**config.mk**
```make
export PLATFORM = sky130hd
export DESIGN_NAME = ifu_prefetch_flat
export DESIGN_NICKNAME = d
export VERILOG_FILES = /design/src/rtl/ifu_prefetch_pkg.sv /design/src/rtl/ifu_prefetch_if.sv /design/src/rtl/ifu_fifo.sv /design/src/rtl/ifu_prefetch.sv /design/src/flat_wrapper.sv
export SDC_FILE = /design/constraint.sdc
export NUM_CORES = 1
export LEC_CHECK = 0
export CAP_MARGIN = 5
export CORE_MARGIN = 2
export CORE_UTILIZATION = 36
export DETAILED_ROUTE_END_ITERATION = 6
export GPL_ROUTABILITY_DRIVEN = 0
export PLACE_DENSITY = 0.53
export SYNTH_ARGS = -nofsm -noshare
export SYNTH_HDL_FRONTEND = slang
export SYNTH_SLANG_ARGS = --single-unit
```
**constraint.sdc**
```tcl
create_clock -name clk -period 5 [get_ports clk]
set_input_delay 1.25 -clock clk [delete_from_list [all_inputs] [get_ports clk]]
set_output_delay 1.25 -clock clk [all_outputs]
set_load 0.02 [all_outputs]
```
**src/rtl/ifu_prefetch_pkg.sv**
```systemverilog
// Shared widths, reset address and PC step for the instruction-fetch slice.
package ifu_prefetch_pkg;

   localparam int unsigned DEF_CPU_WIDTH  = 32;
   localparam int unsigned DEF_INST_WIDTH = 32;
   localparam logic [31:0] DEF_RESET_PC   = 32'h8000_0000;
   localparam int unsigned PC_INC         = 4;

endpackage : ifu_prefetch_pkg

```
**src/rtl/ifu_prefetch_if.sv**
```systemverilog
// Fetch-unit bus bundle: redirect input, imem request/response port, decode port.
// The master modport is the fetch unit; the slave modport is its environment.
interface ifu_prefetch_if
   import ifu_prefetch_pkg::*;
#(
   parameter int unsigned CPU_WIDTH  = DEF_CPU_WIDTH,
   parameter int unsigned INST_WIDTH = DEF_INST_WIDTH
);

   logic                  redirect_valid;
   logic [CPU_WIDTH-1:0]  redirect_pc;
   logic                  imem_req_valid;
   logic                  imem_req_ready;
   logic [CPU_WIDTH-1:0]  imem_req_addr;
   logic                  imem_rsp_valid;
   logic [INST_WIDTH-1:0] imem_rsp_data;
   logic                  inst_valid;
   logic                  inst_ready;
   logic [INST_WIDTH-1:0] inst;
   logic [CPU_WIDTH-1:0]  inst_pc;

   modport master (
      input  redirect_valid, redirect_pc,
      output imem_req_valid, imem_req_addr,
      input  imem_req_ready,
      input  imem_rsp_valid, imem_rsp_data,
      output inst_valid, inst, inst_pc,
      input  inst_ready
   );

   modport slave (
      output redirect_valid, redirect_pc,
      input  imem_req_valid, imem_req_addr,
      output imem_req_ready,
      output imem_rsp_valid, imem_rsp_data,
      input  inst_valid, inst, inst_pc,
      output inst_ready
   );

endinterface : ifu_prefetch_if

```
**src/rtl/ifu_fifo.sv**
```systemverilog
// Prefetch queue: DEPTH-entry synchronous FIFO with flush, wrap-around
// pointers and an occupancy output. Push when full / pop when empty are ignored.
module ifu_fifo #(
   parameter int unsigned DEPTH = 4,
   parameter int unsigned WIDTH = 64
)(
   input  logic                       clk,
   input  logic                       rst_n,
   input  logic                       i_flush,
   input  logic                       i_push,
   input  logic [WIDTH-1:0]           i_push_data,
   input  logic                       i_pop,
   output logic [WIDTH-1:0]           o_head,
   output logic                       o_valid,
   output logic [$clog2(DEPTH):0]     o_count
);

   localparam int unsigned AW = $clog2(DEPTH);
   localparam logic [AW:0] FULL = (AW+1)'(DEPTH);

   logic [WIDTH-1:0] r_mem [DEPTH];
   logic [AW-1:0]    r_wr_ptr;
   logic [AW-1:0]    r_rd_ptr;
   logic [AW:0]      r_count;
   logic             w_push_ok;
   logic             w_pop_ok;

   assign w_push_ok = i_push && (r_count != FULL);
   assign w_pop_ok  = i_pop && (r_count != {(AW+1){1'b0}});

   // Pointer and occupancy bookkeeping; flush empties the queue outright.
   always_ff @(posedge clk) begin
      if (!rst_n) begin
         r_wr_ptr <= {AW{1'b0}};
         r_rd_ptr <= {AW{1'b0}};
         r_count  <= {(AW+1){1'b0}};
      end else if (i_flush) begin
         r_wr_ptr <= {AW{1'b0}};
         r_rd_ptr <= {AW{1'b0}};
         r_count  <= {(AW+1){1'b0}};
      end else begin
         if (w_push_ok) begin
            r_wr_ptr <= r_wr_ptr + AW'(1);
         end
         if (w_pop_ok) begin
            r_rd_ptr <= r_rd_ptr + AW'(1);
         end
         case ({w_push_ok, w_pop_ok})
            2'b10:   r_count <= r_count + (AW+1)'(1);
            2'b01:   r_count <= r_count - (AW+1)'(1);
            default: r_count <= r_count;
         endcase
      end
   end

   // Storage write; contents are don't-care until counted as occupied.
   always_ff @(posedge clk) begin
      if (w_push_ok && !i_flush) begin
         r_mem[r_wr_ptr] <= i_push_data;
      end
   end

   assign o_head  = r_mem[r_rd_ptr];
   assign o_valid = (r_count != {(AW+1){1'b0}});
   assign o_count = r_count;

endmodule : ifu_fifo

```
**src/rtl/ifu_prefetch.sv**
```systemverilog
// Decoupled instruction fetch: owns the fetch PC, issues in-order imem
// requests under a credit limit, queues returned words with their PC and
// discards responses that belong to requests made before a redirect.
module ifu_prefetch
   import ifu_prefetch_pkg::*;
#(
   parameter int unsigned          CPU_WIDTH  = DEF_CPU_WIDTH,
   parameter int unsigned          INST_WIDTH = DEF_INST_WIDTH,
   parameter int unsigned          DEPTH      = 4,
   parameter logic [CPU_WIDTH-1:0] RESET_PC   = CPU_WIDTH'(DEF_RESET_PC)
)(
   input  logic          clk,
   input  logic          rst_n,
   ifu_prefetch_if.master bus
);

   localparam int unsigned CW = $clog2(DEPTH) + 1;
   localparam logic [CPU_WIDTH-1:0] W_INC = CPU_WIDTH'(PC_INC);

   logic [CPU_WIDTH-1:0] r_fetch_pc;
   logic [CPU_WIDTH-1:0] r_rsp_pc;
   logic [CW-1:0]        r_out_cnt;
   logic [CW-1:0]        r_drop_cnt;

   logic [CW-1:0]        w_count;
   logic [CW-1:0]        w_live;
   logic [CW:0]          w_pending;
   logic [CW-1:0]        w_out_next;
   logic                 w_req_valid;
   logic                 w_req_fire;
   logic                 w_rsp_stale;
   logic                 w_push;
   logic                 w_pop;
   logic                 w_redirect;
   logic                 w_head_valid;
   logic [CPU_WIDTH-1:0] w_redirect_pc;
   logic [INST_WIDTH+CPU_WIDTH-1:0] w_head;
   logic                 w_unused_pc_lo;

   // Credits: never more than DEPTH outstanding, and every live request must
   // have a queue slot reserved so a returning word can always be pushed.
   assign w_live      = r_out_cnt - r_drop_cnt;
   assign w_pending   = {1'b0, w_count} + {1'b0, w_live};
   assign w_req_valid = rst_n && (r_out_cnt < CW'(DEPTH)) && (w_pending < (CW+1)'(DEPTH));
   assign w_req_fire  = w_req_valid && bus.imem_req_ready;

   assign w_redirect     = bus.redirect_valid;
   assign w_redirect_pc  = {bus.redirect_pc[CPU_WIDTH-1:2], 2'b00};
   assign w_unused_pc_lo = ^bus.redirect_pc[1:0];

   // Redirect outranks everything: the arriving word and any pop are ignored.
   assign w_rsp_stale = (r_drop_cnt != {CW{1'b0}});
   assign w_push      = bus.imem_rsp_valid && !w_rsp_stale && !w_redirect;
   assign w_pop       = w_head_valid && bus.inst_ready && !w_redirect;
   assign w_out_next  = r_out_cnt + CW'(w_req_fire) - CW'(bus.imem_rsp_valid);

   // Fetch and response PCs; both restart at the aligned target on redirect.
   always_ff @(posedge clk) begin
      if (!rst_n) begin
         r_fetch_pc <= RESET_PC;
         r_rsp_pc   <= RESET_PC;
      end else if (w_redirect) begin
         r_fetch_pc <= w_redirect_pc;
         r_rsp_pc   <= w_redirect_pc;
      end else begin
         r_fetch_pc <= w_req_fire ? (r_fetch_pc + W_INC) : r_fetch_pc;
         r_rsp_pc   <= w_push     ? (r_rsp_pc + W_INC)   : r_rsp_pc;
      end
   end

   // Outstanding and to-be-dropped counts; on redirect every request still
   // unanswered after this cycle, including one accepted now, becomes stale.
   always_ff @(posedge clk) begin
      if (!rst_n) begin
         r_out_cnt  <= {CW{1'b0}};
         r_drop_cnt <= {CW{1'b0}};
      end else begin
         r_out_cnt <= w_out_next;
         if (w_redirect) begin
            r_drop_cnt <= w_out_next;
         end else if (bus.imem_rsp_valid && w_rsp_stale) begin
            r_drop_cnt <= r_drop_cnt - CW'(1);
         end else begin
            r_drop_cnt <= r_drop_cnt;
         end
      end
   end

   ifu_fifo #(
      .DEPTH (DEPTH),
      .WIDTH (INST_WIDTH + CPU_WIDTH)
   ) u_fifo (
      .clk         (clk),
      .rst_n       (rst_n),
      .i_flush     (w_redirect),
      .i_push      (w_push),
      .i_push_data ({bus.imem_rsp_data, r_rsp_pc}),
      .i_pop       (w_pop),
      .o_head      (w_head),
      .o_valid     (w_head_valid),
      .o_count     (w_count)
   );

   assign bus.imem_req_valid = w_req_valid;
   assign bus.imem_req_addr  = r_fetch_pc;
   assign bus.inst_valid     = w_head_valid;
   assign bus.inst           = w_head[INST_WIDTH+CPU_WIDTH-1:CPU_WIDTH];
   assign bus.inst_pc        = w_head[CPU_WIDTH-1:0];

endmodule : ifu_prefetch

```
**src/flat_wrapper.sv**
```systemverilog
// flat-port wrapper written by rule: the top's interface ports become plain ports
module ifu_prefetch_flat import ifu_prefetch_pkg::*;
#(
   parameter int unsigned          CPU_WIDTH  = DEF_CPU_WIDTH,
   parameter int unsigned          INST_WIDTH = DEF_INST_WIDTH,
   parameter int unsigned          DEPTH      = 4,
   parameter logic [CPU_WIDTH-1:0] RESET_PC   = CPU_WIDTH'(DEF_RESET_PC)
)
  (clk, rst_n, bus_redirect_valid, bus_redirect_pc, bus_imem_req_valid, bus_imem_req_addr, bus_imem_req_ready, bus_imem_rsp_valid, bus_imem_rsp_data, bus_inst_valid, bus_inst, bus_inst_pc, bus_inst_ready);
  ifu_prefetch_if #(.CPU_WIDTH(CPU_WIDTH), .INST_WIDTH(INST_WIDTH)) bus_i ();
  input  logic clk;
  input  logic rst_n;
  input wire logic [$bits(bus_i.redirect_valid)-1:0] bus_redirect_valid;
  input wire logic [$bits(bus_i.redirect_pc)-1:0] bus_redirect_pc;
  output wire logic [$bits(bus_i.imem_req_valid)-1:0] bus_imem_req_valid;
  output wire logic [$bits(bus_i.imem_req_addr)-1:0] bus_imem_req_addr;
  input wire logic [$bits(bus_i.imem_req_ready)-1:0] bus_imem_req_ready;
  input wire logic [$bits(bus_i.imem_rsp_valid)-1:0] bus_imem_rsp_valid;
  input wire logic [$bits(bus_i.imem_rsp_data)-1:0] bus_imem_rsp_data;
  output wire logic [$bits(bus_i.inst_valid)-1:0] bus_inst_valid;
  output wire logic [$bits(bus_i.inst)-1:0] bus_inst;
  output wire logic [$bits(bus_i.inst_pc)-1:0] bus_inst_pc;
  input wire logic [$bits(bus_i.inst_ready)-1:0] bus_inst_ready;
  assign bus_i.redirect_valid = bus_redirect_valid;
  assign bus_i.redirect_pc = bus_redirect_pc;
  assign bus_imem_req_valid = bus_i.imem_req_valid;
  assign bus_imem_req_addr = bus_i.imem_req_addr;
  assign bus_i.imem_req_ready = bus_imem_req_ready;
  assign bus_i.imem_rsp_valid = bus_imem_rsp_valid;
  assign bus_i.imem_rsp_data = bus_imem_rsp_data;
  assign bus_inst_valid = bus_i.inst_valid;
  assign bus_inst = bus_i.inst;
  assign bus_inst_pc = bus_i.inst_pc;
  assign bus_i.inst_ready = bus_inst_ready;
  ifu_prefetch #(.CPU_WIDTH(CPU_WIDTH), .INST_WIDTH(INST_WIDTH), .DEPTH(DEPTH), .RESET_PC(RESET_PC)) u_core (.clk(clk), .rst_n(rst_n), .bus(bus_i));
endmodule
```
==> run_results.csv <==
group,metric,value,unit
detailed_routing,vias_per_cell,5.15,
timing,post-route-period-util,86.0,%
die,die_y,193,µm
die,die_area,37400,µm²
timing,worstMarginPinSlew,1.04,ns
timing,setup_tns,0,ns
detailed_routing,routed_wl,29400,µm
cts,cts_hold_buf,0,
cts,cts_tree,"yes",
final_layout,nets,1062,
final_layout,finalCoreUtilization,45.8,%
final_layout,layout-drive-gt1-share,14.1,%
place,io_buffer_count,161,
yosys,yosys.area_share.simple,7.79,%
yosys,seq_area_frac_synth,69.2,%
timing,relSlewSlack,30.8,%
pwr,ir_drop,227,µV
yosys,yosys_most_used_dff,"edfxtp_1",
yosys,netlist_area,12900,µm²
global_route,antenna_found_initial,0,
yosys,yosys.cell_types.count,49,
detailed_routing,dr_total_vias,7534,
global_route,grt_usage,15.7,%
timing,rsz0062_at_grt,"no",
pwr,power_density,395,nW/µm²
cts,cts_root_buffer,"clkbuf_16",
die,ios,168,
final_layout,area_growth,25.9,%
yosys,ys_ff_latch,323,
detailed_routing,drtPass1Iterations,4,
final_layout,multiInputGateArea,3740,µm²
yosys,ys_top_cells_by_count,"edfxtp_1, dfxtp_1, mux4_2",
yosys,synth_top_area_share,57.6,%
final_layout,final.fill_count,3111,
global_route,grt_max_degree,85,
setup_path,worstPathRequired,3.75,ns
timing,finalMaxSlewViolations,0,
final_layout,fin_area,16300,µm²
timing,holdWs,0.527,ns
detailed_routing,wl_per_cell,20.1,µm
setup_path,crit_fanout,3,
setup_path,cpPeakStageDelay,0.61,ns
setup_path,path_cells,"ha_1 -> inv_1 -> fa_1 -> xnor2_1 -> xnor2_1 -> ha_1 -> nor2_1 -> and3_1 -> clkdlybuf4s50_1",
timing,skew,0.0158,ns
yosys,synthAdderAreaFrac,1.82,%
setup_path,timing.critical_path.buf_inv,2,
cts,clock_path_buffers,3,
setup_path,reg2reg_setup_slack,1.47,ns
setup_path,crit_path_start_kind,"register",
place,place_area,15200,µm²
global_route,first_global_vias,7786,
timing,layout_min_cycle_time,4.30,ns
setup_path,worstSetupPathType,"reg -> out",
flow_run,drv_cap,0,
setup_path,crit_slowest_cell,"clkdlybuf4s50_1",
detailed_routing,drc_errors,0,
pwr,leakagePower,5.18,nW
cts,clkSinkCount,323,
yosys,ys_warn_count,0,
yosys,yosysMostFrequentCell,"edfxtp_1",
yosys,avgSynthCellArea,16.2,µm²
yosys,syn_inst,796,
die,die_w,193,µm
cts,clkLatencyLatePin,0.50,ns
detailed_routing,drt_iter0_drc,532,
cts,htree_num_levels,2,
setup_path,endpoint_kind,"output pin",
place,dp_hpwl,18700,µm
setup_path,cp_data_arrival_time,3.05,ns
global_route,grt_pass1_wl,45700,µm
yosys,synthArstFlopShare,0,%
cts,postCtsResizedCells,0,
yosys,synthMuxAreaShare,10.9,%
yosys,yosys-top-cells-area,"edfxtp_1, dfxtp_1, mux4_2, xor2_1, a21oi_1",
final_layout,antenna_cells,0,
worst_hold_path,min_path_type,"reg -> reg",
timing,hold_viol,0,
timing,clock.fmax,233,MHz
global_route,grt-ovfl-total,0,
cts,cts_made_buffers,36,
detailed_routing,ant_nets,0,
timing,setup_viol,0,
die,initial_utilization,36.4,%
cts,cts_setup_buffers,0,
yosys,synth-compound-area-share,4.67,%
status,status,"finished, final reports clean",
die,row_count,69,
yosys,synth_xor_area_share,3.52,%
yosys,synth_top_cell_by_area,"edfxtp_1",
setup_path,critPathTopFamily,"adder cells",
final_layout,regArea,8960,µm²
yosys,synth-edff-count,248,
yosys,synth_top_family_by_area,"multiplexers",
cts,clkTransAtPathRegs,0.06,ns
die,core,35500,µm²
power by group:
part / switching [mW] / internal, mW / total, mW
Clock: 1.00 / 1.50 / 2.50
Combinational: 0.422 / 0.381 / 0.803
Sequential: 0.0994 / 3.03 / 3.13
Total: 1.52 / 4.91 / 6.43
cell type report:
| type | instances | share of cell area, % |
|---|---|---|
| Inverter | 21 | 0.485 |
| Sequential cell | 323 | 55.1 |
| Multi-Input combinational cell | 415 | 23.0 |
| Clock buffer | 52 | 6.16 |
| Clock inverter | 12 | 0.692 |
| Timing Repair Buffer | 178 | 11.1 |
| Tap cell | 461 | 3.55 |
flip-flops by register name, indices dropped and copies added (netlist names), named ones only:
| signal | count |
|---|---|
| u_core.r_drop_cnt | 3 |
| u_core.u_fifo.r_mem | 248 |
| u_core.u_fifo.o_count | 3 |
| u_core.r_rsp_pc | 30 |
| u_core.u_fifo.r_rd_ptr | 2 |
| u_core.u_fifo.r_wr_ptr | 2 |
| u_core.r_out_cnt | 3 |
| u_core.bus.imem_req_addr | 30 |
cells by family after synthesis:
kind of cell             Yosys count
AO/OA/AOI/OAI                    106
XOR/XNOR                          52
adder cells (fa/ha/maj)           17
buffers and inverters             61
flip-flops                       323
multiplexers                      63
other                              1
AND/OR/NAND/NOR                  173
stage by stage:
step / total power, mW / worst slack, ns / std cells
after floorplan: 3.64 / 1.01 / 799
after global placement: 3.99 / 0.927 / 1398
after detailed placement: 4.00 / 0.923 / 1398
after CTS: 6.53 / 0.668 / 1462
after global routing: 6.71 / 0.558 / 1462
final: 6.43 / 0.700 / 1462
worst register-to-register path: stages, from the launching register on:
cell	delay, ns
dfxtp_1	0.37
ha_1	0.16
inv_1	0.04
fa_1	0.37
xnor2_1	0.18
xnor2_1	0.14
ha_1	0.27
nor2_1	0.21
nand4_4	0.25
inv_2	0.27
ha_1	0.19
inv_1	0.05
fa_1	0.37
xnor2_1	0.14
xnor2_1	0.12
and2_1	0.17
o2bb2ai_1	0.11
cells in the final DEF (no fill, tap or decap), types with 19 or more instances in the layout:
master	instances
edfxtp_1	248
clkdlybuf4s50_1	161
dfxtp_1	73
mux4_2	62
a21oi_1	43
o21ai_0	37
clkbuf_16	37
nand2_1	31
xor2_1	30
nand4_1	25
nor2_1	24
xnor2_1	22
inv_1	19
worst paths after layout:
check | start | endpoint | cells past startpoint
worst max-delay path | u_core.r_drop_cnt[0] | bus_imem_req_valid | 9
worst min-delay path | u_core.u_fifo.r_rd_ptr[1] | u_core.u_fifo.r_rd_ptr[1] | 2
worst min register to register | u_core.u_fifo.r_rd_ptr[1] | u_core.u_fifo.r_rd_ptr[1] | 2
worst max register to register | u_core.r_drop_cnt[0] | u_core.r_drop_cnt[2] | 16
routing by layer:
layer | GRT usage [%] | wire length, µm | up-vias
met4 | 3.39 | 394 | 0
met5 | 0 | 0 | -
met3 | 3.19 | 1610 | 32
met2 | 24.2 | 13300 | 205
li1 | - | - | 3483
met1 | 22.9 | 14100 | 3814
No activity file was read; power rests on OpenSTA's default activity.
==> RTL edit, RTL diff (config.mk and constraints unchanged) <==
Set the package constant `DEF_CPU_WIDTH` to 16 (it was 32).
--- a/src/rtl/ifu_prefetch_pkg.sv
+++ b/src/rtl/ifu_prefetch_pkg.sv
@@ -2,5 +2,5 @@
 package ifu_prefetch_pkg;
 
-   localparam int unsigned DEF_CPU_WIDTH  = 32;
+   localparam int unsigned DEF_CPU_WIDTH  = 16;
    localparam int unsigned DEF_INST_WIDTH = 32;
    localparam logic [31:0] DEF_RESET_PC   = 32'h8000_0000;
Ports: changed (resized bus_imem_req_addr, bus_inst_pc and bus_redirect_pc); port bits go from 168 to 120. No check against the original RTL was run, so the function may have changed too.
==> RTL edit against the unedited design <==
  * Die area is 29% lower
  * First-iteration DRC count is 45% lower
  * Synthesized area shrank 30%
  * Wire length shrank 37%
  * Worst setup slack got worse by 0.11 ns
  * Power down 30%
  * Global-route usage is 1.8 points lower
  * Final area is 30% lower
  * Clock power decreased by 32%
  * Critical endpoint unchanged
  * Core utilization decreased by 0.060 points
  * Sequential cell count fell by 96
==> RTL edit: results (changes against the unedited design) <==
INFO  metric grt_use_met2 = 0.230 (was 0.242)
INFO  metric post-dp-hpwl = 11.2 mm (was 18.7 mm)
INFO  metric place.port_buffers = 113 (was 161)
INFO  metric vdd_ir_drop_max = 0.209 mV (was 0.227 mV)
INFO  metric gr-usage-met1 = 0.191 (was 0.229)
INFO  metric cp_max_fo = 6 (was 3)
INFO  metric critPathLaunch = u_core.r_out_cnt[0] (was u_core.r_drop_cnt[0])
INFO  metric first_global_vias = 5321 (was 7786)
INFO  metric outcome = finished, final reports clean (unchanged)
INFO  metric routed-via-count = 4974 (was 7534)
INFO  metric ys_top_cells_by_area = edfxtp_1 (61%), mux4_2 (11%), dfxtp_1 (9.5%) (was edfxtp_1 (58%), dfxtp_1 (12%), mux4_2 (11%))
INFO  metric largest_register_ff_count = 184 (was 248)
INFO  metric num-nets-final = 720 (was 1062)
INFO  metric cts_max_level = 1 (was 2)
INFO  metric grt_first_pass_wirelength = 28.5 mm (was 45.7 mm)
INFO  metric r2r_worst_path_depth = 15 (was 16)
INFO  metric drt_iter0_markers = 293 (was 532)
INFO  metric synthDistinctLibCells = 52 (was 49)
INFO  metric standard_cell_area_after_detailed_placement = 10700 sq um (was 15200 sq um)
INFO  metric grt_start_max_net_pins = 47 (was 85)
INFO  metric synth_enable_flop_cells = 184 (was 248)
INFO  metric post_synth_most_frequent_cells = edfxtp_1 (184), mux4_2 (46), dfxtp_1 (43) (was edfxtp_1 (248), dfxtp_1 (75), mux4_2 (62))
INFO  metric routed_wirelength = 18.4 mm (was 29.4 mm)
INFO  metric total_leakage_power = 3.67 nW (was 5.18 nW)
INFO  metric layout.filler_cells = 2204 (was 3111)
INFO  metric ys_seq_elements = 227 (was 323)
INFO  metric drt_pass1_iterations = 5 (was 4)
INFO  metric gr-usage-met3 = 0.0267 (was 0.0319)
INFO  metric cp_data_arrival_time = 3.16 ns (was 3.05 ns)
[RTL edit: cell count changes in the layout (fill, tap and decap cells not counted), sizes merged, moves of 9 or more]
cell           unedited run  this run
xor2                     30         8
mux4                     62        46
nand4                    28         7
clkdlybuf4s50           161       113
edfxtp                  248       184
clkbuf                   52        34
o21ai                    37        16
nand3                    18         9
a21oi                    43        23
nand2                    31        10
dfxtp                    75        43
[RTL edit: power by group]
group          switching, mW  leakage, nW  internal (mW)  total (mW)
sequential            0.0627         2.03           2.14        2.20
clock                  0.675        0.372           1.03        1.71
combinational          0.323         1.27          0.301       0.624
[RTL edit: cells by family (layout without fill, tap and decap cells)]
kind of cell / after synthesis / after routing / synth area share
AOI/OAI and AO/OA: 53 / 53 / 0.0352
xor gates and xnor gates: 25 / 25 / 0.0241
adders and majority gates: 17 / 17 / 0.0259
buffers and inverters: 41 / 185 / 0.0197
DFF: 227 / 227 / 0.703
muxes: 55 / 55 / 0.125
other: 1 / 4 / 0.000413
and+or+nand+nor: 101 / 101 / 0.0675
[RTL edit: worst min-delay path by stage]
stage	startpoint	to	slack [ns]	cells after the start
after CTS	u_core.u_fifo.r_rd_ptr[1]	flop	0.52	2
after floorplan	u_core.r_rsp_pc[15]	u_core.u_fifo.r_mem[0][15]	0.47	0
after detailed placement	u_core.u_fifo.r_rd_ptr[1]	flop	0.50	2
after global placement	u_core.r_rsp_pc[15]	u_core.u_fifo.r_mem[2][15]	0.51	0
after global routing	u_core.u_fifo.r_rd_ptr[1]	flop	0.54	2
final	u_core.u_fifo.r_rd_ptr[1]	flop	0.52	2
[RTL edit: worst reg2reg max path, delay by kind of cell (launching register included)]
family                   cells  cell delay [ns]
buffers and inverters        3             0.16
AO/OA/AOI/OAI                1             0.12
XOR/XNOR                     3             0.43
AND/OR/NAND/NOR              3             0.82
adder cells (fa/ha/maj)      5             1.38
flip-flops                   1             0.30
[RTL edit: area by class of cell]
type                       instances  area (sq um)  area share
clock inverter                    11          96.3     0.00843
multi-input combinational        255          2540       0.222
clock buffer                      34           669      0.0586
tap                              330           413      0.0361
sequential                       227          6390       0.559
inverter                          17          63.8     0.00558
timing repair buffer             123          1260       0.110
[RTL edit: layer usage]
layer	wire length [um]	vias up
met5	0	-
met1	8340	2502
met4	222	0
met2	8790	140
li1	-	2308
met3	1080	24
